**config.mk**
```make
export PLATFORM = sky130hd
export DESIGN_NAME = ula_control_fsm
export DESIGN_NICKNAME = d
export VERILOG_FILES = /design/src/rtl/ula_control_fsm.sv
export SDC_FILE = /design/constraint.sdc
export NUM_CORES = 1
export LEC_CHECK = 0
export CAP_MARGIN = 20
export CORE_MARGIN = 4
export CORE_UTILIZATION = 35
export CTS_CLUSTER_SIZE = 10
export DETAILED_ROUTE_END_ITERATION = 7
export MAX_ROUTING_LAYER = met4
export PLACE_DENSITY = 0.85
export REMOVE_ABC_BUFFERS = 1
export SLEW_MARGIN = 20
export SYNTH_ARGS = -nofsm -noshare
export SYNTH_HDL_FRONTEND = slang
export SYNTH_SLANG_ARGS = --single-unit
```
**constraint.sdc**
```tcl
create_clock -name Clock -period 2.4 [get_ports Clock]
set_clock_uncertainty 0.2 [all_clocks]
set_input_delay 0.72 -clock Clock [delete_from_list [all_inputs] [get_ports Clock]]
set_output_delay 0.72 -clock Clock [all_outputs]
set_load 0.02 [all_outputs]
```
**src/rtl/ula_control_fsm.sv**
```systemverilog
// Multi-cycle control unit: captures an instruction on Run in T0, sequences T1..T3 datapath enables and the ULA opcode.
// Latency: Done one cycle after the Run edge for MV/MVI/MVNZ/illegal, three cycles for ALU ops.
// Backpressure: Run is sampled only in T0; it is ignored while an instruction is in flight.
module ula_control_fsm #(
    parameter int DATA_W = 16,
    parameter int NREG   = 8
) (
    input  logic              Clock,
    input  logic              Reset,
    input  logic              Run,
    input  logic [DATA_W-1:0] DIN,
    input  logic              G_nz,
    output logic              IRin,
    output logic [NREG-1:0]   Rin,
    output logic [NREG-1:0]   Rout,
    output logic              Ain,
    output logic              Gin,
    output logic              Gout,
    output logic              DINout,
    output logic [3:0]        operacao,
    output logic              Done
);

    localparam logic [1:0] T0 = 2'd0;
    localparam logic [1:0] T1 = 2'd1;
    localparam logic [1:0] T2 = 2'd2;
    localparam logic [1:0] T3 = 2'd3;

    localparam logic [3:0] OP_MV   = 4'b0000;
    localparam logic [3:0] OP_MVI  = 4'b0001;
    localparam logic [3:0] OP_MVNZ = 4'b0010;
    localparam logic [3:0] OP_ADD  = 4'b0101;
    localparam logic [3:0] OP_SUB  = 4'b0110;
    localparam logic [3:0] OP_OR   = 4'b0111;
    localparam logic [3:0] OP_SLT  = 4'b1000;
    localparam logic [3:0] OP_SRL  = 4'b1001;
    localparam logic [3:0] OP_SLL  = 4'b1010;

    logic [1:0]        state;
    logic [1:0]        state_nxt;
    logic [DATA_W-1:0] ir;
    logic [3:0]        op;
    logic [2:0]        rx;
    logic [2:0]        ry;
    logic              is_alu;
    logic              unused_ir;

    assign op        = ir[15:12];
    assign rx        = ir[11:9];
    assign ry        = ir[8:6];
    assign unused_ir = ^ir[5:0];

    function automatic logic [NREG-1:0] sel(input logic [2:0] idx);
        sel      = '0;
        sel[idx] = 1'b1;
    endfunction

    always_comb begin
        case (op)
            OP_ADD, OP_SUB, OP_OR, OP_SLT, OP_SRL, OP_SLL: is_alu = 1'b1;
            default:                                       is_alu = 1'b0;
        endcase
    end

    always_ff @(posedge Clock) begin
        if (Reset) begin
            state <= T0;
            ir    <= '0;
        end else begin
            state <= state_nxt;
            if (state == T0 && Run)
                ir <= DIN;
        end
    end

    always_comb begin
        state_nxt = state;
        case (state)
            T0:      state_nxt = Run ? T1 : T0;
            T1:      state_nxt = is_alu ? T2 : T0;
            T2:      state_nxt = T3;
            default: state_nxt = T0;
        endcase
    end

    // Outputs are forced low while Reset is high so an aborted instruction emits nothing more.
    always_comb begin
        IRin     = 1'b0;
        Rin      = '0;
        Rout     = '0;
        Ain      = 1'b0;
        Gin      = 1'b0;
        Gout     = 1'b0;
        DINout   = 1'b0;
        operacao = 4'b0000;
        Done     = 1'b0;
        if (!Reset) begin
            case (state)
                T0: IRin = Run;
                T1: begin
                    case (op)
                        OP_MV: begin
                            Rout = sel(ry);
                            Rin  = sel(rx);
                            Done = 1'b1;
                        end
                        OP_MVI: begin
                            DINout = 1'b1;
                            Rin    = sel(rx);
                            Done   = 1'b1;
                        end
                        OP_MVNZ: begin
                            if (G_nz) begin
                                Rout = sel(ry);
                                Rin  = sel(rx);
                            end
                            Done = 1'b1;
                        end
                        default: begin
                            if (is_alu) begin
                                Rout = sel(rx);
                                Ain  = 1'b1;
                            end else begin
                                Done = 1'b1;
                            end
                        end
                    endcase
                end
                T2: begin
                    Rout     = sel(ry);
                    Gin      = 1'b1;
                    operacao = op;
                end
                default: begin
                    Gout = 1'b1;
                    Rin  = sel(rx);
                    Done = 1'b1;
                end
            endcase
        end
    end

endmodule

```
# After elaboration in Yosys (flattened, before gate mapping)
# Index checks and enable logic that the tools add are counted.
[word_totals] rom_bits=0 output_inout_bits=26 register_bits=18 ramBits=0 n_memories=0 input_bits=20 latch_bits=0
[classes] n_bitwise=0 order_cmp=4 mux=36 reduce_logical=10 eq_ne=10 mul=0 div=0 n_addsub=0 shifts=0
[op_table] cell="8-bit case mux with 2 select lines" n=3
[op_table] cell="8-bit two-way mux" n=5
[op_table] cell="8-bit case mux with 3 select lines" n=1
[op_table] cell="1-bit two-way mux" n=20
[op_table] cell="4-bit by 3-bit equality test with 1-bit output (second input constant)" n=3
[op_table] cell="4-bit equality test (second input constant)" n=3
[op_table] cell="3-bit by 4-bit < comparator with 1-bit output (second input constant)" n=2
[op_table] cell="4-bit two-way mux" n=2
[op_table] cell="1-bit demux with 3-bit select" n=2
[op_table] cell="3-bit by 1-bit >= comparator with 1-bit output (second input constant)" n=2
[op_table] cell="2-bit case mux with 3 select lines" n=1
[op_table] cell="3-bit OR reduction" n=2
[op_table] cell="6-bit OR reduction" n=1
[op_table] cell="4-bit by 1-bit equality test with 1-bit output (second input constant)" n=1
[op_table] cell="4-bit by 2-bit equality test with 1-bit output (second input constant)" n=1
[op_table] cell="4-bit zero test" n=1
[op_table] cell="2-bit OR reduction" n=2
[op_table] cell="1-bit logical AND" n=3
[op_table] cell="2-bit by 1-bit equality test with 1-bit output (second input constant)" n=1
[op_table] cell="2-bit equality test (second input constant)" n=1
[op_table] cell="2-bit zero test" n=1
[op_table] cell="2-bit two-way mux" n=1
[op_table] cell="1-bit case mux with 2 select lines" n=1

# Depth between registers and ports, before layout
[depth] word_depth=8 ltp_mapped=6

# Worst setup path before layout
# OpenSTA, ideal clock, no wires.
[synth_timing] path_kind="reg2out" from="register state[1]" to="output port Rout[5]" slack_ns=-0.537 arrival_time_ns=2.017 path_stages_with_launch=7 n_path_buf=0 cell_sequence="dfxtp_1 > inv_1 > ha_1 > or3b_4 > nor3_4 > a41oi_1 > a2111oi_2"
[synth_via] elab_chain_cells=3
[synth_lines] item="start: declaration" line_no="39" text="logic [1:0] state;"
[synth_lines] item="start signal: assignment" line_no="70" text="state <= state_nxt;"
[synth_lines] item="2-bit equality test / 2-bit by 1-bit equality test with 1-bit output (equally long branches)" line_no="98" text="case (state)"
[synth_lines] item="8-bit case mux with 2 select lines (*)" line_no="98"
[synth_lines] item="8-bit two-way mux (*)" line_no="97" text="if (!Reset) begin"
[synth_lines] item="end: declaration" line_no="15" text="output logic [NREG-1:0] Rout,"
# Mark *: on every way between the ends. The rest lies on a longest branch, timed or not.

# Worst setup path after layout
[layout_timing] from="register state[1]" to="output port Rout[1]"
# The elaborated chain is that of the path after synthesis.

==> impl_metrics.json <==
{
  "p_sw_mw": 0.201,
  "synth_seq_area_share_pct": 27.7,
  "initial_core_util_pct": 38.2,
  "final.setup.worst_slack_ns": -0.646,
  "die_w_um": 57.8,
  "drt_first_pass_iters": 4,
  "cts_made_buffers": 3,
  "gr-usage-all-layers_pct": 21.0,
  "violations": "negative setup slack",
  "clock_sinks": 12,
  "drive_gt1_share_pct": 51.5,
  "period_minus_slack_ns": 3.05,
  "crit_type": "register to output port",
  "grt_pass1_vias": 1269,
  "clk-insertion-delay-late_ns": 0.28,
  "io_pins": 46,
  "synth_warnings": 0,
  "netlist_instances": 121,
  "drcViolationCount": 0,
  "finalSetupTns_ns": -9.28,
  "cp-end-kind": "output port",
  "grt_max_degree": 12,
  "ys_ff_latch": 12,
  "drt-wirelength-per-cell_um": 18.0,
  "clk_pin_slew_ns": 0.07,
  "crit_path_max_fanout": 4,
  "hp-class": "register to register",
  "yosysUniqueCellTypes": 32,
  "cts_tree": "yes",
  "critPathLaunchType": "register",
  "finalHoldViolCount": 0,
  "die_h_um": 57.8,
  "status": "finished with violations",
  "ant_nets": 0,
  "synth.cell_area_um2": 868,
  "dp.final_hpwl_um": 2550,
  "timing.final.max_slew_violations": 0,
  "place.gp.congestion": 0.913,
  "yosys.area_share.adder_pct": 5.76,
  "synth-compound-area-share_pct": 24.2,
  "fin_total_pwr_mw": 0.588,
  "synth_simple_gate_area_share_pct": 36.9,
  "clockBufferDepth": 2,
  "mostFrequentLayoutCells": "buf_4 (49), nand2_1 (24), a21oi_1 (12)",
  "fmax_mhz": 328,
  "ctsHoldBuffers": 0,
  "crit_required_ns": 1.48,
  "power_density_nw_per_um2": 345,
  "arrival_ns": 2.13,
  "grt-ovfl-total": 0,
  "via_per_inst": 5.50,
  "path_cells": "inv_2 > buf_6 > buf_6 > ha_4 > inv_4 > nor2_4 > nand4b_1 > o22ai_1 > buf_4",
  "crit_top_cell": "buf_6",
  "final_common_cell": "buf_4",
  "io_buffers": 39,
  "critPathMaxStageDelay_ns": 0.35,
  "cp_slowest_cell": "dfxtp_2",
  "clockRootBuffer": "clkbuf_4",
  "core-area_um2": 2280,
  "power_frac_seq_pct": 38.1,
  "num_vias": 1231,
  "power_frac_comb_pct": 40.0,
  "first_iter_violations": 83,
  "finalWirelength_um": 4020,
  "power.leakage_nw": 0.709,
  "antenna_cells": 0,
  "area.growth.synth_to_final_pct": 96.5,
  "synth_mux_area_share_pct": 0,
  "synthXorXnorAreaFrac_pct": 0,
  "fin_crit_sh_pct": 127,
  "nets": 222,
  "irDropWorstVdd_mv": 0.380,
  "grt_pass1_wl_um": 5290,
  "grt_antenna_before_repair": 0,
  "p_clk_share_pct": 21.9,
  "synth_area_per_cell_um2": 7.18,
  "worst_pin_slew_ns": 0.377,
  "fp-row-count": 17,
  "max-slew-margin-rel_pct": 74.7,
  "intPower_mw": 0.388,
  "final-setup-viol-count": 24,
  "rsz0062_at_grt": "true",
  "synth_top_family_by_area": "simple AND/OR/NAND/NOR gates",
  "max_cap_violations": 0,
  "dieArea_um2": 3340,
  "swShare_pct": 34.1,
  "htree_levels": 1
}
area by class of cell:
class	count	area, µm²
multi-input combinational	99	754
timing repair buffer	76	623
fill	159	569
sequential	12	246
tap	28	35.0
inverter	6	25.0
clock buffer	3	22.5
metrics by stage:
stage	instance area [µm²]	hold WS, ns	cells	setup slack, ns	util [%]
6_report	1710	0.357	224	-0.646	75.0
5_1_grt	1710	0.367	224	-0.693	75.0
4_1_cts	1580	0.343	220	-0.649	69.5
3_5_place_dp	1520	0.334	217	-1.34	66.6
3_3_place_gp	1520	0.304	217	-1.30	66.6
2_1_floorplan	843	0.262	117	-0.537	-
logic make-up after synthesis:
| family | count (synthesis) |
|---|---|
| fa+ha+maj | 4 |
| compound gates | 32 |
| flops | 12 |
| simple gates | 63 |
| buf+inv | 10 |
synth_stat cells:
library cell	n	area [µm²]
o21a_1	1	7.51
or3_2	1	7.51
nor4b_1	1	8.76
o22ai_1	5	31.3
or3b_4	1	11.3
o21ai_1	1	5.00
nand2_1	26	97.6
o21ai_0	2	10.0
a41oi_1	1	8.76
nor2_1	12	45.0
nor3_1	2	10.0
nor2b_1	2	12.5
ha_1	4	50.1
o32ai_1	3	26.3
nand2b_1	4	25.0
a21bo_2	1	10.0
a21oi_1	12	60.1
a2111oi_2	1	15.0
inv_1	6	22.5
and2_1	5	31.3
a211oi_1	2	15.0
o21bai_1	2	15.0
nand3_1	3	15.0
clkbuf_1	3	11.3
nand4_1	1	6.26
or4_1	1	7.51
and2b_2	1	8.76
clkbuf_8	1	13.8
a31oi_1	1	6.26
nor3_4	1	16.3
nand4b_1	2	17.5
dfxtp_1	12	240
worst paths after layout:
path	start	to	slack, ns	cells after the start
setup / recovery	state[1]	Rout[1]	-0.65	9
hold / removal	ir[13]	ir[13]	0.36	2
setup reg to reg	state[1]	state[0]	0.63	8
hold reg to reg	ir[13]	ir[13]	0.36	2
layer usage:
metal  GRT usage, %  routed length (µm)  share of wire (%)  up-vias
met5              -                   0                  0        -
met4           13.9                  85                2.1        0
met3           4.68                 235                5.8       11
met2           36.5                2160                 54       64
met1           20.9                1550                 38      578
li1               -                   -                  -      578
registers in the layout, summed over array words and instances, names as in the netlist:
name and flops:
ir 10, state 2
worst max-delay path: cells and delay by family (launching register included):
kind / cells / cell delay [ns]
adder cells (fa/ha/maj): 1 / 0.26
flip-flops: 1 / 0.35
AO/OA/AOI/OAI: 1 / 0.34
buffers and inverters: 5 / 0.51
AND/OR/NAND/NOR: 2 / 0.38
timing repair:
item,4_1_cts,5_1_grt
buffers inserted,0,5
pin swaps,3,18
gates resized for setup,136,52
endpoints found under the setup margin,26,25
gates cloned,0,0
power by group through the flow:
stage | Sequential, mW | Clock (mW) | Combinational (mW)
floorplan | 0.230 | 0 | 0.0723
global placement | 0.225 | 0 | 0.177
detailed placement | 0.226 | 0 | 0.185
CTS | 0.222 | 0.131 | 0.195
global route | 0.225 | 0.140 | 0.248
finish | 0.224 | 0.129 | 0.235
No activity file was read; power rests on OpenSTA's default activity.
==> patch 1 (same settings) <==
Register the output `Rout`, with the module's reset; this adds one clock of latency there. The other outputs are not delayed to match.
--- a/src/rtl/ula_control_fsm.sv
+++ b/src/rtl/ula_control_fsm.sv
@@ -35,6 +35,8 @@
     localparam logic [3:0] OP_SLT  = 4'b1000;
     localparam logic [3:0] OP_SRL  = 4'b1001;
     localparam logic [3:0] OP_SLL  = 4'b1010;
+
+    logic [NREG-1:0] Rout_d;
 
     logic [1:0]        state;
     logic [1:0]        state_nxt;
@@ -87,7 +89,7 @@
     always_comb begin
         IRin     = 1'b0;
         Rin      = '0;
-        Rout     = '0;
+        Rout_d   = '0;
         Ain      = 1'b0;
         Gin      = 1'b0;
         Gout     = 1'b0;
@@ -100,7 +102,7 @@
                 T1: begin
                     case (op)
                         OP_MV: begin
-                            Rout = sel(ry);
+                            Rout_d = sel(ry);
                             Rin  = sel(rx);
                             Done = 1'b1;
                         end
@@ -111,14 +113,14 @@
                         end
                         OP_MVNZ: begin
                             if (G_nz) begin
-                                Rout = sel(ry);
+                                Rout_d = sel(ry);
                                 Rin  = sel(rx);
                             end
                             Done = 1'b1;
                         end
                         default: begin
                             if (is_alu) begin
-                                Rout = sel(rx);
+                                Rout_d = sel(rx);
                                 Ain  = 1'b1;
                             end else begin
                                 Done = 1'b1;
@@ -127,7 +129,7 @@
                     endcase
                 end
                 T2: begin
-                    Rout     = sel(ry);
+                    Rout_d   = sel(ry);
                     Gin      = 1'b1;
                     operacao = op;
                 end
@@ -140,5 +142,13 @@
         end
     end
 
+    always_ff @(posedge Clock) begin
+        if (Reset) begin
+            Rout <= '0;
+        end else begin
+            Rout <= Rout_d;
+        end
+    end
+
 endmodule
 
Function: changed (Yosys sat finds a counterexample within 4 cycles, from zero or initial values and one cycle with Reset high).
==> patch 1 against the unedited design <==
- the flow still finishes with violations (negative setup slack)
- clock power grew 120%
- worst setup slack improved by 0.18 ns
- maximum frequency grew 6.4%
- synthesized cell count up 20%
- area after synthesis up 30%
- cell area grew 15%
- non-clock buffer count decreased by 8
- sequential cell count increased by 8
- first-iteration DRC count shrank 66%
- cell count increased by 13%
- routed wire length fell by 12%
- power up 48%
- largest cell class unchanged
- largest power group is now registers
==> patch 1: results <==
[route]
drt_first_iter_violations = 28
via_per_inst = 5.08
routedWlPerCell_um = 14.0

[timing]
setup_ws_ns = -0.462
tightestPinTransition_ns = 0.426
hold_ws_ns = 0.319
finalSetupViolations = 15

[cells_and_area]
drive_gt1_share_pct = 41.6
fill_cells = 256

[setup_path]
endpoint = Rin[1]
worst-path-max-fanout = 8
rr_worst_depth = 7
r2r_end = Rout[2]
reg2reg_setup_slack_ns = 0.35

[synth]
ys_top_cells_by_count = nand2_1 (30), dfxtp_1 (20), a21oi_1 (13), nor2_1 (9), nand3_1 (8)
seq_area_frac_synth_pct = 35.5
synth.distinct_cells = 34

[global_route]
grt_use_met1_pct = 18.8
grt_use_total_pct = 16.9
grt_max_degree = 13
grt_use_met3_pct = 4.33
first_global_vias = 1232

[clock_tree]
clock_latency_ns = 0.31

[status]
violations = negative setup slack
status = complete, but fails checks

[pwr]
ir_worst_vdd_mv = 0.389
p_leak_nw = 0.783

[place]
place_area_um2 = 1690
routabilityCongestion = 0.838
[patch 1: cell types whose count changed after synthesis, sizes merged, moves of 4 or more]
cell,before,now
a41oi,1,6
nand3,3,8
a31oi,1,6
dfxtp,12,20
and2b,1,5
nand2,26,30
[patch 1: logic make-up after synthesis]
family / synth area share (%)
and+or+nand+nor: 33.0
AOI/OAI and AO/OA: 19.4
DFF: 35.5
buffers and inverters: 5.77
adders and majority gates: 4.44
muxes: 1.89
[patch 1: per-stage QoR]
step | setup TNS (ns) | std cells | setup WS, ns
6_report | -4.78 | 253 | -0.462
5_1_grt | -6.02 | 253 | -0.558
4_1_cts | -4.03 | 248 | -0.455
3_5_place_dp | -17.51 | 242 | -1.04
3_3_place_gp | -17.51 | 242 | -1.02
2_1_floorplan | -3.35 | 137 | -0.504
[patch 1: how the worst min path moves through the flow]
stage | startpoint | cells after the start | endpoint
2_1_floorplan | ir[6] | 2 | ir[6]
3_3_place_gp | ir[6] | 2 | ir[6]
3_5_place_dp | ir[6] | 2 | ir[6]
4_1_cts | ir[6] | 2 | ir[6]
5_1_grt | ir[13] | 2 | ir[13]
6_report | ir[7] | 2 | ir[7]
[patch 1: report_power, final]
part	internal (mW)	switching (mW)
clock network	0.169	0.111
logic	0.112	0.114
registers	0.346	0.0162
[patch 1: layout make-up]
| class | instances | area [um2] | share of cell area, % |
|---|---|---|---|
| well taps | 44 | 55.1 | 2.81 |
| flip-flops and latches | 20 | 404 | 20.6 |
| inverters | 5 | 26.3 | 1.34 |
| repair buffers | 68 | 607 | 30.9 |
| clock buffers | 3 | 22.5 | 1.15 |
| multi-input cells | 112 | 817 | 41.6 |
| clock inverters | 1 | 30.0 | 1.53 |
[patch 1: repair_timing]
item                       4_1_cts  5_1_grt
buffers inserted                 2        5
pin swaps                       11       10
gates cloned                     0        0
resized for setup              137       20
setup endpoints to repair       18       18
[patch 1: critical path: stages (launching register included)]
cell,delay [ns]
dfxtp_2,0.34
inv_2,0.07
ha_4,0.13
or3b_4,0.40
a21oi_4,0.17
o21bai_4,0.12
nor4_2,0.21
buf_2,0.20
[patch 1: metal layers]
metal	routed length, um	up-vias	part of all wire, %
li1	-	636	-
met1	1460	602	41
met2	1850	44	52
met3	198	4	5.6
met4	29	0	0.82
met5	0	-	0
==> patch 2 (config.mk and constraints unchanged) <==
Made on the original files. The parameter `NREG` goes from 8 to 4.
--- a/src/rtl/ula_control_fsm.sv
+++ b/src/rtl/ula_control_fsm.sv
@@ -3,7 +3,7 @@
 // Backpressure: Run is sampled only in T0; it is ignored while an instruction is in flight.
 module ula_control_fsm #(
     parameter int DATA_W = 16,
-    parameter int NREG   = 8
+    parameter int NREG   = 4
 ) (
     input  logic              Clock,
     input  logic              Reset,
Interface: changed (resized Rin and Rout); port bits go from 46 to 38. No check against the original RTL was run, so the function may have changed too.
==> patch 2 against the unedited design <==
- the run still ends with negative setup slack left
- area after synthesis shrank 7.6%
- worst setup slack got worse by 0.080 ns
- via count shrank 4.3%
- cell area rose by 2.4%
- count of clock-buffer cells in the layout rose by 1
- sequential cell count did not move
- power up 9.1%
- cell count decreased by 4.5%
- clock power up 32%
- global-route usage increased by 3.1 points
- routed wire length down 5.3%
- worst hold slack worse by 0.0085 ns
- largest power group unchanged
==> patch 2: results <==
[status]
status = complete, but fails checks
violations = negative setup slack

[route]
totalWireLength_mm = 3.81
drt_first_iter_violations = 56
via_per_inst = 5.50
routedWlPerCell_um = 17.8

[synth]
synthTopCellsByArea = dfxtp_1 (30%), nand2_1 (14%), a21oi_1 (8.7%)
seq_area_frac_synth_pct = 30.0
synth_area_per_cell_um2 = 7.04
synth_adder_area_share_pct = 6.24
synth_compound_area_share_pct = 19.0
synth.distinct_cells = 31

[clock_tree]
cts.clk_slew.worst_paths_ns = 0.09
numCtsBuffers = 3

[place]
dp_hpwl_mm = 1.98
routabilityCongestion = 0.888
dp_cells = 195
pre_cts_ws_ns = -1.35
place_area_um2 = 1330

[timing]
finalSetupViolations = 15
setup_ws_ns = -0.726
tightestPinTransition_ns = 0.413
tns_ns = -6.15

[pwr]
ir_worst_vdd_mv = 0.332
p_leak_nw = 0.731

[global_route]
first_global_vias = 1226
grt_pass1_wl_mm = 5.89
grt_use_total_pct = 24.1

[min_path]
hold_path_class = register to register

[cells_and_area]
drive_gt1_share_pct = 57.0
fin_nets = 211
fill_cells = 133

[setup_path]
arrival_ns = 2.21
worst-path-max-fanout = 3
[patch 2: kinds of logic (layout without fill, tap and decap cells)]
kind of cell    Yosys count  count (layout)
flops                    12              12
compound gates           25              25
buf+inv                  10              82
fa+ha+maj                 4               4
simple gates             63              63
[patch 2: report_power, final]
part / internal (mW) / leakage (nW) / switching [mW]
Sequential: 0.212 / 0.100 / 0.0134
Combinational: 0.128 / 0.610 / 0.118
Clock: 0.0923 / 0.0210 / 0.0779
[patch 2: layer usage]
| layer | wire length [um] | vias up | GRT usage (%) |
|---|---|---|---|
| met5 | 0 | - | - |
| met4 | 138 | 0 | 8.14 |
| met3 | 215 | 17 | 3.25 |
| met2 | 1970 | 67 | 44.6 |
| met1 | 1480 | 552 | 26.2 |
| li1 | - | 542 | - |
[patch 2: layout make-up]
cell class	count	area [um2]	share of cell area (%)
Timing Repair Buffer	73	668	38.2
Tap cell	28	35.0	2.00
Inverter	5	26.3	1.50
Sequential cell	12	248	14.2
Multi-Input combinational cell	92	734	42.0
Clock buffer	4	36.3	2.08
[patch 2: final timing paths]
path	from	endpoint	slack, ns	cells after the start
worst max-delay path	state[1]	Rout[3]	-0.73	8
worst min-delay path	state[1]	state[0]	0.35	3
worst max register to register	state[1]	ir[8]	0.67	7
worst min register to register	state[1]	state[0]	0.35	3
[patch 2: what timing repair did]
action | in CTS | in global routing
gates cloned | 0 | 0
setup buffers | 16 | 3
pin swaps | 22 | 5
endpoints found under the setup margin | 18 | 16
hold buffers | 0 | 0
gates resized for setup | 151 | 19
[patch 2: critical path: stages, from the launching register on]
cell and delay [ns]:
dfxtp_2 0.36, inv_4 0.05, buf_6 0.12, ha_4 0.26, and2b_2 0.15, nand4b_1 0.11, or4_4 0.45, a311oi_2 0.24
buf_4 0.19
